--- config.mk ---
export PLATFORM = sky130hd
export DESIGN_NAME = snake_pixel_generator_flat
export DESIGN_NICKNAME = d
export VERILOG_FILES = /design/src/rtl/snake_pixel_generator_if.sv /design/src/rtl/snake_pixel_generator.sv /design/src/flat_wrapper.sv
export SDC_FILE = /design/constraint.sdc
export NUM_CORES = 1
export LEC_CHECK = 0
export BUFFER_PORTS_ARGS = -buffer_cell sky130_fd_sc_hd__buf_2
export CAP_MARGIN = 20
export CORE_AREA = 2 2 272 140
export DETAILED_ROUTE_END_ITERATION = 12
export DIE_AREA = 0 0 274 142
export HOLD_SLACK_MARGIN = 0.03
export PLACE_DENSITY_LB_ADDON = 0.2
export SLEW_MARGIN = 10
export SYNTH_ARGS = -nofsm -noshare
export SYNTH_HDL_FRONTEND = slang
export SYNTH_SLANG_ARGS = --single-unit
--- constraint.sdc ---
create_clock -name clk -period 12.97 [get_ports clk]
set_input_delay 1.9455 -clock clk [delete_from_list [all_inputs] [get_ports clk]]
set_output_delay 1.9455 -clock clk [all_outputs]
set_load 0.01 [all_outputs]
--- src/rtl/snake_pixel_generator_if.sv ---
// snake_pixel_generator_if: game-control and pixel-lookup signals between the Snake game logic and the VGA stage.
interface snake_pixel_generator_if;
  logic        game_run_i;
  logic [1:0]  dir_i;
  logic        dir_valid_i;
  logic [7:0]  target_x_i;
  logic [6:0]  target_y_i;
  logic [9:0]  addrh_i;
  logic [8:0]  addrv_i;
  logic [11:0] colour_o;
  logic        target_reached_o;
  logic        self_hit_o;
  modport master (
    output game_run_i, dir_i, dir_valid_i, target_x_i, target_y_i, addrh_i, addrv_i,
    input  colour_o, target_reached_o, self_hit_o
  );
  modport slave (
    input  game_run_i, dir_i, dir_valid_i, target_x_i, target_y_i, addrh_i, addrv_i,
    output colour_o, target_reached_o, self_hit_o
  );
endinterface

--- src/rtl/snake_pixel_generator.sv ---
// snake_pixel_generator: holds and moves the snake on a toroidal grid and returns a registered colour per pixel.
module snake_pixel_generator #(
  parameter int MAX_LENGTH  = 16,
  parameter int INIT_LENGTH = 4,
  parameter int MOVE_PERIOD = 10000000,
  parameter int GRID_X_MAX  = 159,
  parameter int GRID_Y_MAX  = 119
) (
  input logic clk,
  input logic rst,
  snake_pixel_generator_if.slave bus
);
  localparam int CW = $clog2(MOVE_PERIOD + 1);
  localparam int LW = $clog2(MAX_LENGTH + 1);
  typedef enum logic [1:0] {UP, RIGHT, DOWN, LEFT} dir_e;
  logic [7:0]    x_q [MAX_LENGTH];
  logic [6:0]    y_q [MAX_LENGTH];
  dir_e          dir_q;
  logic [LW-1:0] len_q;
  logic [CW-1:0] cnt_q;
  logic          chk_q, hit_q, tr_q;
  logic [11:0]   col_q;
  logic [7:0]    hx_d, cx;
  logic [6:0]    hy_d, cy;
  logic          move, hit, on_tgt, head_px, body_px, tgt_px;
  always_comb begin
    move    = bus.game_run_i && !hit_q && cnt_q == CW'(MOVE_PERIOD - 1);
    hx_d    = dir_q == RIGHT ? (x_q[0] == 8'(GRID_X_MAX) ? 8'd0 : x_q[0] + 8'd1) :
              dir_q == LEFT  ? (x_q[0] == 8'd0 ? 8'(GRID_X_MAX) : x_q[0] - 8'd1) : x_q[0];
    hy_d    = dir_q == DOWN  ? (y_q[0] == 7'(GRID_Y_MAX) ? 7'd0 : y_q[0] + 7'd1) :
              dir_q == UP    ? (y_q[0] == 7'd0 ? 7'(GRID_Y_MAX) : y_q[0] - 7'd1) : y_q[0];
    cx      = 8'(bus.addrh_i >> 2);
    cy      = 7'(bus.addrv_i >> 2);
    head_px = x_q[0] == cx && y_q[0] == cy;
    tgt_px  = cx == bus.target_x_i && cy == bus.target_y_i;
    on_tgt  = x_q[0] == bus.target_x_i && y_q[0] == bus.target_y_i;
    hit     = 1'b0;
    body_px = 1'b0;
    // Trailing segments beyond the live length are kept shifted but stay invisible.
    for (int i = 1; i < MAX_LENGTH; i++) begin
      if (i < int'(len_q)) begin
        hit     = hit | (x_q[i] == x_q[0] && y_q[i] == y_q[0]);
        body_px = body_px | (x_q[i] == cx && y_q[i] == cy);
      end
    end
  end
  always_ff @(posedge clk or posedge rst) begin
    if (rst) begin
      for (int i = 0; i < MAX_LENGTH; i++) begin
        x_q[i] <= 8'(80 - i);
        y_q[i] <= 7'd60;
      end
      dir_q <= RIGHT;
      len_q <= LW'(INIT_LENGTH);
      cnt_q <= '0;
      chk_q <= 1'b0;
      hit_q <= 1'b0;
      tr_q  <= 1'b0;
      col_q <= 12'h000;
    end else begin
      if (bus.dir_valid_i && bus.dir_i != (dir_q ^ 2'd2)) dir_q <= dir_e'(bus.dir_i);
      if (bus.game_run_i && !hit_q) cnt_q <= move ? '0 : cnt_q + CW'(1);
      if (move) begin
        for (int i = 1; i < MAX_LENGTH; i++) begin
          x_q[i] <= x_q[i-1];
          y_q[i] <= y_q[i-1];
        end
        x_q[0] <= hx_d;
        y_q[0] <= hy_d;
      end
      // The new head is judged one cycle after the move; a collision masks the target.
      chk_q <= move;
      tr_q  <= chk_q && !hit && on_tgt;
      if (chk_q && hit) hit_q <= 1'b1;
      if (chk_q && !hit && on_tgt && len_q != LW'(MAX_LENGTH)) len_q <= len_q + LW'(1);
      col_q <= head_px ? 12'h0F0 : body_px ? 12'h00F : tgt_px ? 12'h0FF : 12'hF00;
    end
  end
  assign bus.colour_o         = col_q;
  assign bus.target_reached_o = tr_q;
  assign bus.self_hit_o       = hit_q;
endmodule

--- src/flat_wrapper.sv ---
// flat-port wrapper written by rule: the top's interface ports become plain ports
module snake_pixel_generator_flat 
#(
  parameter int MAX_LENGTH  = 16,
  parameter int INIT_LENGTH = 4,
  parameter int MOVE_PERIOD = 10000000,
  parameter int GRID_X_MAX  = 159,
  parameter int GRID_Y_MAX  = 119
)
  (clk, rst, bus_game_run_i, bus_dir_i, bus_dir_valid_i, bus_target_x_i, bus_target_y_i, bus_addrh_i, bus_addrv_i, bus_colour_o, bus_target_reached_o, bus_self_hit_o);
  snake_pixel_generator_if bus_i ();
  input logic clk;
  input logic rst;
  input wire logic [$bits(bus_i.game_run_i)-1:0] bus_game_run_i;
  input wire logic [$bits(bus_i.dir_i)-1:0] bus_dir_i;
  input wire logic [$bits(bus_i.dir_valid_i)-1:0] bus_dir_valid_i;
  input wire logic [$bits(bus_i.target_x_i)-1:0] bus_target_x_i;
  input wire logic [$bits(bus_i.target_y_i)-1:0] bus_target_y_i;
  input wire logic [$bits(bus_i.addrh_i)-1:0] bus_addrh_i;
  input wire logic [$bits(bus_i.addrv_i)-1:0] bus_addrv_i;
  output wire logic [$bits(bus_i.colour_o)-1:0] bus_colour_o;
  output wire logic [$bits(bus_i.target_reached_o)-1:0] bus_target_reached_o;
  output wire logic [$bits(bus_i.self_hit_o)-1:0] bus_self_hit_o;
  assign bus_i.game_run_i = bus_game_run_i;
  assign bus_i.dir_i = bus_dir_i;
  assign bus_i.dir_valid_i = bus_dir_valid_i;
  assign bus_i.target_x_i = bus_target_x_i;
  assign bus_i.target_y_i = bus_target_y_i;
  assign bus_i.addrh_i = bus_addrh_i;
  assign bus_i.addrv_i = bus_addrv_i;
  assign bus_colour_o = bus_i.colour_o;
  assign bus_target_reached_o = bus_i.target_reached_o;
  assign bus_self_hit_o = bus_i.self_hit_o;
  snake_pixel_generator #(.MAX_LENGTH(MAX_LENGTH), .INIT_LENGTH(INIT_LENGTH), .MOVE_PERIOD(MOVE_PERIOD), .GRID_X_MAX(GRID_X_MAX), .GRID_Y_MAX(GRID_Y_MAX)) u_core (.clk(clk), .rst(rst), .bus(bus_i));
endmodule
# Word-level counts from Yosys, hierarchy flattened
# Cells that the tools add are included.
[totals]
in_bits = 40
regBits = 286
output_inout_bits = 14
wordCells = 254
[op_classes]
n_addsub = 6
eq_ne = 74
bitwise_logic = 29
order_cmp = 15
n_mux = 42
n_reduce_logical = 49
[ops]
columns = ["operator", "n"]
rows = [
  ["8-bit == test", 33],
  ["7-bit == test", 33],
  ["1-bit logical AND", 40],
  ["4-bit by 5-bit less-than comparator with 1-bit output (first input constant)", 8],
  ["12-bit two-way mux", 3],
  ["8-bit two-way mux", 4],
  ["1-bit two-way mux", 30],
  ["7-bit two-way mux", 4],
  ["1-bit OR", 28],
  ["24-bit by 1-bit adder with 24-bit output (second input constant)", 1],
  ["24-bit == test (second input constant)", 1],
  ["24-bit two-way mux", 1],
  ["3-bit by 5-bit less-than comparator with 1-bit output (first input constant)", 4],
  ["2-bit by 5-bit less-than comparator with 1-bit output (first input constant)", 2],
  ["8-bit by 1-bit adder with 8-bit output (second input constant)", 1],
  ["8-bit == test (second input constant)", 1],
  ["8-bit zero test", 1],
  ["8-bit by 1-bit subtractor with 8-bit output (second input constant)", 1],
  ["7-bit by 1-bit adder with 7-bit output (second input constant)", 1],
  ["7-bit == test (second input constant)", 1],
  ["7-bit zero test", 1],
  ["7-bit by 1-bit subtractor with 7-bit output (second input constant)", 1],
  ["5-bit by 1-bit adder with 5-bit output (second input constant)", 1],
  ["1-bit by 5-bit less-than comparator with 1-bit output (first input constant)", 1],
  ["9 further kinds", 13],
]

# Logic depth before layout (Yosys ltp)
# Gate-level depths: netlist of the first run.
[depth]
depth_word = 35
mapped_depth = 11

# Worst setup path after synthesis of the first run
# Ideal clock, no wire load.
[synth_timing]
kind = "input -> register"
start = "input bus_game_run_i"
end = "register u_core.y_q[109] in the netlist's numbering"
stages = 9
t_arrival_ns = 3.772
setup_slack_ns = 9.109
setup_ns = 0.089
required_ns = 12.881
n_path_buf = 3
path_cell_list = "and4b_1 nand3_1 or4_1 buf_2 or2_1 buf_2 buf_6 o31ai_1 o31ai_1"
[synth_between]
elab_chain_len = 3
[synth_rtl]
columns = ["item", "line", "rtl"]
rows = [
  ["from (decl)", "flat_wrapper.sv:14", "input wire logic [$bits(bus_i.game_run_i)-1:0] bus_game_run_i;"],
  ["1-bit logical AND (2 in a row)", "snake_pixel_generator.sv:27", "move = bus.game_run_i && !hit_q && cnt_q == CW'(MOVE_PERIOD - 1);"],
  ["2-bit AND reduction (no line)", "n/a", ""],
  ["to (signal, indexed assignment)", "snake_pixel_generator.sv:66", "y_q[i] <= y_q[i-1];"],
  ["to (decl)", "snake_pixel_generator.sv:17", "logic [6:0] y_q [MAX_LENGTH];"],
]
# Every way passes these cells.
# A chain may end at the register's enable or synchronous reset.

# Final worst setup path of the first run
[layout_timing]
start = "input bus_game_run_i"
end = "register u_core.x_q[87] in the netlist's numbering"
[layout_between]
elab_chain_len = 2
[layout_rtl]
columns = ["item", "line", "rtl"]
rows = [
  ["1-bit logical AND (2 in a row)", "snake_pixel_generator.sv:27", ""],
  ["to (signal, indexed assignment)", "snake_pixel_generator.sv:50", "x_q[i] <= 8'(80 - i);"],
  ["to (signal, indexed assignment)", "snake_pixel_generator.sv:65", "x_q[i] <= x_q[i-1];"],
  ["to (decl)", "snake_pixel_generator.sv:16", "logic [7:0] x_q [MAX_LENGTH];"],
]
# Every way passes these cells.

==> results.toml, run 1 <==
[worst_hold_path]
min-delay-start = "u_core.x_q[114]"
worstHoldPathType = "reg -> reg"
min_to = "u_core.x_q[106]"
holdPathStages = 2

[sta]
drv_slew = 0
fin_setup_tns_ns = 0
rsz0062_at_grt = "false"
skew_ns = 0.0226
period_minus_slack_ns = 4.63
timing.final.crit_share_pct = 35.7
max_freq_mhz = 216
max-slew-margin-rel_pct = 25.7
setup_ws_ns = 8.34
setup_violations = 0
tightestPinTransition_ns = 1.10
finalHoldViolCount = 0

[power]
swShare_pct = 25.2
power_leakage_nw = 9.10
p_seq_share_pct = 49.0
vdd_ir_drop_max_mv = 0.0930
cellPowerDensity_mw_per_mm2 = 93.9
p_clk_share_pct = 44.0
p_int_mw = 1.36
p_switching_mw = 0.457
p_total_mw = 1.81
combPwrFrac_pct = 7.0

[detailed_routing]
drtIter0Drc = 2049
firstDrtPassIters = 6
dr_total_vias = 15865
via_per_inst = 6.06
drc_errors = 0
ant_nets = 0
routed_wl_microns = 62100
wl_per_cell_microns = 23.7

[floorplan]
die-height_microns = 142
die_w_microns = 274
ios = 54
start_util_pct = 49.2
num_rows = 50
core_area_sq_mm = 0.0367
dieArea_sq_mm = 0.0389

[yosys]
synth_top_cell_by_area = "dfrtp_1"
avgSynthCellArea_sq_um = 8.38
synth_cells = 2150
async_flop_share_pct = 100
synth.distinct_cells = 59
synth_top_flop_cell = "dfrtp_1"
yosysSeqAreaShare_pct = 39.3
synth_area_sq_mm = 0.0180
synth-edff-count = 0
ys_top_cells_by_area = "dfrtp_1, dfstp_2, nand2_1"
syn-num-nets = 2198
ys_seq_elements = 277
yosys.area.top_type_share_pct = 22.5
synth_warnings = 0

[placement]
portBuffers = 49
dp_hpwl_microns = 42800
gp_congestion = 0.964
preCtsSetupSlack_ns = 7.89

[final_layout]
final_common_cell = "nand2_1"
fill_cells = 3489
final-seq-area_sq_mm = 0.00708
drive_gt1_share_pct = 11.7
synthToLayoutAreaGrowth_pct = 7.12
most-common-layout-cells = "nand2_1, xnor2_1, xor2_1"
n_antenna_cell = 0
nNetsFinal = 2154
multi_input_area_sq_mm = 0.0103

[clock_tree]
path_clk_slew_ns = 0.07
cts_buffer_depth = 3
cts_resized = 0
cts_setup_buffers = 0
ctsRootBufferMaster = "clkbuf_16"
ctsHoldBuffers = 0
clkLatencyLatePin_ns = 0.57
cts_tree = "done"
h-tree-depth = 1
cts_buffers = 27
cts.sinks = 277

[worst_setup_path]
end_kind = "flop"
crit_path_start = "bus_game_run_i"
critical_path_class = "in -> reg"
start_kind = "primary input"
critPathArrivalTime_ns = 5.13
r2r_setup_slack_ns = 9.31
cp_top_family = "buffers and inverters"
reg2reg_depth = 7
worstPathRequired_ns = 13.47
cp.depth = 8
crit_path_cell_trace = "buf_2 -> and4b_1 -> nand3_1 -> nor3_2 -> buf_4 -> buf_4 -> nand2_1 -> nand2_1"
r2r-end = "u_core.x_q[87]"
critPathMaxStageDelay_ns = 0.81
r2r_start = "u_core.bus.self_hit_o"
cp_num_buf_inv = 3
crit_fanout = 87
slowest_stage = "buf_4"

[run]
maxCapViolations = 0

[global_routing]
grtUsageTotal_pct = 31.9
grt_pass1_wl_microns = 93600
antenna_found_initial = 0
grt_max_degree = 95
grt_pass1_vias = 14867
grt_overflow_total = 0

[outcome]
outcome = "finished clean"
-- power by group through the flow --
stage / registers (mW) / clock network, mW / logic, mW
final: 0.888 / 0.798 / 0.127
after global routing: 0.889 / 0.845 / 0.139
after floorplan: 0.896 / 0 / 0.0927
after detailed placement: 0.902 / 0 / 0.125
after global placement: 0.902 / 0 / 0.123
after CTS: 0.887 / 0.805 / 0.126
-- worst min-delay path, cell delays in order (launching register included) --
cell     delay (ns)
dfstp_2        0.39
nand2_1        0.06
nand2_1        0.05
-- cells by family (layout without fill, tap and decap cells) --
family,count (synthesis),in the layout,synth area share [%]
AO/OA/AOI/OAI,83,83,2.93
XOR/XNOR,524,524,25.5
adder cells (fa/ha/maj),8,8,0.556
buffers and inverters,157,132,3.76
flip-flops,277,277,39.3
multiplexers,6,6,0.361
AND/OR/NAND/NOR,1095,1095,27.7
-- metal layers --
layer / vias up / global-route usage (%) / wire (microns)
li1: 6976 / - / -
met1: 7889 / 51.8 / 30100
met2: 871 / 41.3 / 23300
met3: 129 / 7.79 / 7250
met4: 0 / 6.95 / 1440
met5: - / 0 / 0
-- metrics by stage --
step                      hold slack, ns  cell area, sq um  cells  utilization, %
after floorplan                    0.456             18000   2150               -
after global placement             0.466             18400   2570            50.3
after detailed placement           0.477             18400   2571            50.3
after CTS                          0.488             19300   2619            52.6
after global routing               0.501             19300   2619            52.6
final                              0.487             19300   2619            52.6
-- registers in the layout (all words and copies together) (netlist names) --
signal                       cells
u_core.bus.self_hit_o            1
u_core.x_q                     128
u_core.chk_q                     1
u_core.cnt_q                    24
u_core.y_q                     112
u_core.dir_q                     2
u_core.len_q                     5
u_core.bus.target_reached_o      1
u_core.bus.colour_o              3
-- area by class of cell --
class	instances	area share, %
Clock buffer	36	3.79
Sequential cell	277	36.7
Clock inverter	12	0.635
Multi-Input combinational cell	1716	53.2
Tap cell	494	3.20
Timing Repair Buffer	75	2.27
Inverter	9	0.214
-- synth_stat cells (3+ instances only) --
library cell	n
a2111oi_0	3
a21o_1	4
a21oi_1	19
and3_1	10
and4b_1	4
buf_2	37
buf_4	9
clkbuf_1	99
dfrtp_1	162
dfstp_2	115
ha_1	8
inv_1	9
mux2_2	4
nand2_1	710
nand2b_1	8
nand3_1	34
nand4_1	105
nand4b_1	8
nor2_1	41
nor2b_1	4
nor3_1	40
nor4_1	91
nor4b_1	7
o21ai_0	25
o22ai_1	5
o31ai_1	5
o32ai_1	5
or2_2	3
or3_1	5
or3b_2	4
or4_1	9
xnor2_1	287
xor2_1	237
-- how the worst max path moves through the flow --
stage / to
2_1_floorplan: u_core.bus.colour_o[10]
3_3_place_gp: u_core.x_q[73]
3_5_place_dp: u_core.x_q[87]
4_1_cts: u_core.x_q[87]
5_1_grt: u_core.x_q[107]
6_report: u_core.x_q[87]
No activity file was read; power rests on OpenSTA's default activity.
==> inputs of run 2 (changes only) <==
clock period = 4.5 ns   (was 12.97 ns; I/O delays follow)
==> run 2 against run 1 <==
  * Clock skew down 0.0097 ns
  * Flip-flop and latch count is the same
  * Count of clock-buffer cells in the layout is the same
  * Total power increased to 3.0 times the previous value
  * Hold slack got worse by 0.23 ns
  * Critical path type is now reg -> reg
  * Largest cell class unchanged
  * Largest power group unchanged
==> results.toml, run 2 (same netlist as run 1, synthesis figures left out) <==
[floorplan]
core_area_sq_mm = 0.0367
die-height_microns = 142
num_rows = 50
die_w_microns = 274
ios = 54
start_util_pct = 49.2
dieArea_sq_mm = 0.0389

[detailed_routing]
wl_per_cell_microns = 25.0
drtIter0Drc = 2371
via_per_inst = 6.01
routed_wl_microns = 66100
ant_nets = 0
dr_total_vias = 15903
drc_errors = 0
firstDrtPassIters = 5

[sta]
tightestPinTransition_ns = 1.11
skew_ns = 0.0130
period_minus_slack_ns = 3.60
timing.final.crit_share_pct = 80.1
fin_setup_tns_ns = 0
finalHoldViolCount = 0
rsz0062_at_grt = "false"
max-slew-margin-rel_pct = 25.8
setup_violations = 0
drv_slew = 0
max_freq_mhz = 277

[global_routing]
antenna_found_initial = 1
grt_max_degree = 229
grt_overflow_total = 0
grtUsageTotal_pct = 34.1
grt_pass1_vias = 14752
grt_pass1_wl_microns = 97500

[worst_setup_path]
critPathArrivalTime_ns = 4.11
end_kind = "flop"
critical_path_class = "reg -> reg"
crit_path_end = "u_core.bus.self_hit_o"
slowest_stage = "dfstp_2"
r2r_start = "u_core.y_q[110]"
r2r_setup_slack_ns = 0.90
cp_top_family = "simple AND/OR/NAND/NOR gates"
crit_fanout = 20
start_kind = "flop"
crit_path_cell_trace = "xnor2_1 -> nand2_1 -> or3b_2 -> nor4_1 -> buf_4 -> a21oi_1 -> nand4_1 -> a21o_1"
critPathMaxStageDelay_ns = 1.18
r2r-end = "u_core.bus.self_hit_o"
worstPathRequired_ns = 5.01
cp_num_buf_inv = 1
crit_path_start = "u_core.y_q[110]"
cp.depth = 8
reg2reg_depth = 8

[outcome]
outcome = "finished clean"

[clock_tree]
path_clk_slew_ns = 0.07
cts_resized = 0
ctsRootBufferMaster = "clkbuf_16"
cts_tree = "done"
cts_buffers = 27
cts_buffer_depth = 3
h-tree-depth = 1
cts_setup_buffers = 0
cts.sinks = 277
ctsHoldBuffers = 0
clkLatencyLatePin_ns = 0.57

[placement]
dp_hpwl_microns = 46500
portBuffers = 49
gp_congestion = 0.982

[final_layout]
multi_input_area_sq_mm = 0.0103
fill_cells = 3486
n_antenna_cell = 0
final-seq-area_sq_mm = 0.00708
synthToLayoutAreaGrowth_pct = 8.85
final_common_cell = "nand2_1"
largest_reg_flops = 128
drive_gt1_share_pct = 12.8
top_register = "u_core.x_q"
most-common-layout-cells = "nand2_1, xnor2_1, xor2_1"
top_regs = "u_core.x_q x128, u_core.y_q x112, u_core.cnt_q x24"
nNetsFinal = 2178

[run]
maxCapViolations = 0

[power]
cellPowerDensity_mw_per_mm2 = 273
power_leakage_nw = 9.28
p_total_mw = 5.36
vdd_ir_drop_max_mv = 0.257

[worst_hold_path]
worstHoldPathType = "in -> async"
## run 2: cell types whose count changed in the layout (fill, tap and decap cells not counted), sizes merged
cell | previous run | this run
buf | 75 | 99
bufinv | 2 | 3
clkinvlp | 2 | 3
inv | 9 | 8
## run 2: routing by layer
layer / vias to the layer above / routed length (microns) / track usage, %
met2: 961 / 24300 / 43.1
met1: 7783 / 30700 / 53.6
met5: - / 126 / 2.13
met4: 4 / 1630 / 8.15
li1: 7028 / - / -
met3: 127 / 9310 / 11.7
## run 2: layout make-up
cell class,instances,share of cell area (%)
Clock inverter,13,0.759
Clock buffer,36,3.82
Inverter,9,0.191
Sequential cell,277,36.1
Timing Repair Buffer,99,3.61
Multi-Input combinational cell,1716,52.4
Tap cell,494,3.15
## run 2: where the power goes
part | leakage [nW] | internal, mW | switching, mW
clock | 0.442 | 1.34 | 1.08
combinational | 5.41 | 0.139 | 0.247
sequential | 3.43 | 2.52 | 0.0382
total | 9.28 | 4.00 | 1.36
## run 2: worst min path at each step
stage                           endpoint  slack [ns]     startpoint  cells after the start
after floorplan            u_core.x_q[6]        0.46  u_core.x_q[6]                      2
after global placement     u_core.x_q[6]        0.47  u_core.x_q[6]                      2
after detailed placement   u_core.y_q[4]        0.47  u_core.y_q[4]                      2
after CTS                 u_core.x_q[24]        0.28            rst                      2
after global routing      u_core.x_q[24]        0.31            rst                      2
final                     u_core.x_q[24]        0.26            rst                      2
## run 2: stage by stage
stage          area, sq um  utilization [%]  setup WS, ns  std cells  hold WS (ns)
2_1_floorplan        18000                -         0.254       2150         0.456
3_3_place_gp         18700             51.0          1.23       2595         0.470
3_5_place_dp         18700             51.0          1.14       2595         0.473
4_1_cts              19600             53.5          1.12       2644         0.280
5_1_grt              19600             53.5         0.980       2644         0.306
6_report             19600             53.5         0.896       2644         0.257
==> inputs of run 3 (changes only) <==
clock period = 3.3 ns   (was 4.5 ns; I/O delays follow)
==> run 3 against run 2 <==
  * Final area grew 2.3%
  * Critical endpoint is now u_core.len_q[1]
  * Sequential share of layout area is 0.80 points lower
  * Clock skew is 0.0055 ns higher
  * Cell count increased by 1.7%
  * Hold slack got worse by 0.11 ns
  * Register-to-register slack worse by 0.85 ns
  * Largest power group unchanged
  * Die area stayed put
  * First-iteration DRC count fell by 11%
  * Utilization grew 1.2 points
==> results.toml, run 3 (same netlist as run 1, synthesis figures left out) <==
[outcome]
outcome = "finished clean"

[power]
p_switching_mw = 1.86
p_seq_share_pct = 47.9
vdd_ir_drop_max_mv = 0.393
combPwrFrac_pct = 7.9
cellPowerDensity_mw_per_mm2 = 362
p_clk_share_pct = 44.2
swShare_pct = 25.6
power_leakage_nw = 9.51
p_int_mw = 5.39

[sta]
drv_slew = 0
max_freq_mhz = 308
skew_ns = 0.0185
rsz0062_at_grt = "false"
max-slew-margin-rel_pct = 32.3
setup_violations = 0
fin_setup_tns_ns = 0
tightestPinTransition_ns = 1.01
fin_hold_ws_ns = 0.144
timing.final.crit_share_pct = 98.5
finalHoldViolCount = 0
period_minus_slack_ns = 3.25

[clock_tree]
cts_setup_buffers = 0
cts_buffers = 27
h-tree-depth = 1
ctsHoldBuffers = 0
ctsRootBufferMaster = "clkbuf_16"
cts_tree = "done"
cts_buffer_depth = 3
clkLatencyLatePin_ns = 0.57
path_clk_slew_ns = 0.08
cts.sinks = 277

[floorplan]
ios = 54
core_area_sq_mm = 0.0367
die_w_microns = 274
die-height_microns = 142
dieArea_sq_mm = 0.0389
start_util_pct = 49.2
num_rows = 50

[worst_setup_path]
crit_path_cell_trace = "xnor2_1 -> nand4_1 -> nor4_1 -> buf_4 -> a211o_1 -> nor4_1 -> nand4_1 -> mux2_2"
critical_path_class = "reg -> reg"
crit_fanout = 17
critPathArrivalTime_ns = 3.70
start_kind = "flop"
slowest_stage = "dfstp_2"
critPathMaxStageDelay_ns = 1.05
end_kind = "flop"
worstPathRequired_ns = 3.74

[final_layout]
top_regs = "u_core.x_q x128, u_core.y_q x112, u_core.cnt_q x24"
nNetsFinal = 2220
final-seq-area_sq_mm = 0.00708
fin_cells = 2688
drive_gt1_share_pct = 14.5
final_common_cell = "nand2_1"
most-common-layout-cells = "nand2_1, xnor2_1, xor2_1"
fill_cells = 3396
multi_input_area_sq_mm = 0.0103
synthToLayoutAreaGrowth_pct = 11.3
top_register = "u_core.x_q"
largest_reg_flops = 128

[detailed_routing]
via_per_inst = 5.98
routed_wl_microns = 66900
drc_errors = 0
ant_nets = 0
wl_per_cell_microns = 24.9
dr_total_vias = 16072
firstDrtPassIters = 6
drtIter0Drc = 2103

[global_routing]
grtUsageTotal_pct = 34.6
grt_pass1_vias = 14996
grt_overflow_total = 0
grt_max_degree = 147
grt_pass1_wl_microns = 99100
antenna_found_initial = 1

[worst_hold_path]
worstHoldPathType = "in -> reg"

[placement]
dp_cells = 2637
portBuffers = 49
gp_congestion = 0.994
dp_hpwl_microns = 48100

[run]
maxCapViolations = 0
run 3: per-stage QoR:
| step | power [mW] | area [sq um] | setup slack, ns | util [%] |
|---|---|---|---|---|
| 6_report | 7.25 | 20100 | 0.0492 | 54.7 |
| 5_1_grt | 7.46 | 20100 | 0.121 | 54.7 |
| 4_1_cts | 7.27 | 20100 | 0.134 | 54.7 |
| 3_5_place_dp | 4.09 | 19200 | 0.152 | 52.3 |
| 3_3_place_gp | 4.08 | 19200 | 0.161 | 52.3 |
| 2_1_floorplan | 3.89 | 18000 | -0.766 | - |
run 3: area by class of cell:
cell class,count,share of cell area [%]
Timing Repair Buffer,141,5.85
Tap cell,494,3.08
Inverter,9,0.187
Sequential cell,277,35.3
Clock buffer,36,3.69
Multi-Input combinational cell,1716,51.3
Antenna cell,1,0.0125
Clock inverter,14,0.655
run 3: timing repair:
item / CTS / global route
setup endpoints to repair: 0 / 2
gates resized for setup: 0 / 1
hold endpoints to repair: 0 / 0
run 3: path summary, 6_finish.rpt:
check	from	end	slack (ns)	depth (start not counted)
min in group asynchronous	rst	u_core.y_q[22]	0.17	3
min reg2reg	u_core.y_q[4]	u_core.y_q[4]	0.48	2
min	bus_dir_i[1]	u_core.dir_q[1]	0.14	2
max reg2reg	u_core.y_q[108]	u_core.len_q[1]	0.05	8
max	u_core.y_q[108]	u_core.len_q[1]	0.05	8
max in group asynchronous	rst	u_core.y_q[77]	2.43	3
run 3: power by group through the flow:
stage / combinational (mW) / clock, mW / sequential [mW]
after detailed placement: 0.559 / 0 / 3.53
after global placement: 0.551 / 0 / 3.53
after floorplan: 0.365 / 0 / 3.52
after CTS: 0.562 / 3.24 / 3.48
final: 0.571 / 3.20 / 3.48
after global routing: 0.616 / 3.36 / 3.48
run 3: layer usage:
metal  global-route usage, %  wire [microns]
met5                       0               0
met4                    8.90            1900
met3                    13.2           10000
met2                    43.0           24000
met1                    54.1           30900
run 3: critical path, delay by kind of cell, from the launching register on:
kind	cells	cell delay (ns)
flops	1	1.05
mux	1	0.35
simple gates	4	1.09
buf+inv	1	0.25
compound gates	1	0.10
xor+xnor	1	0.24
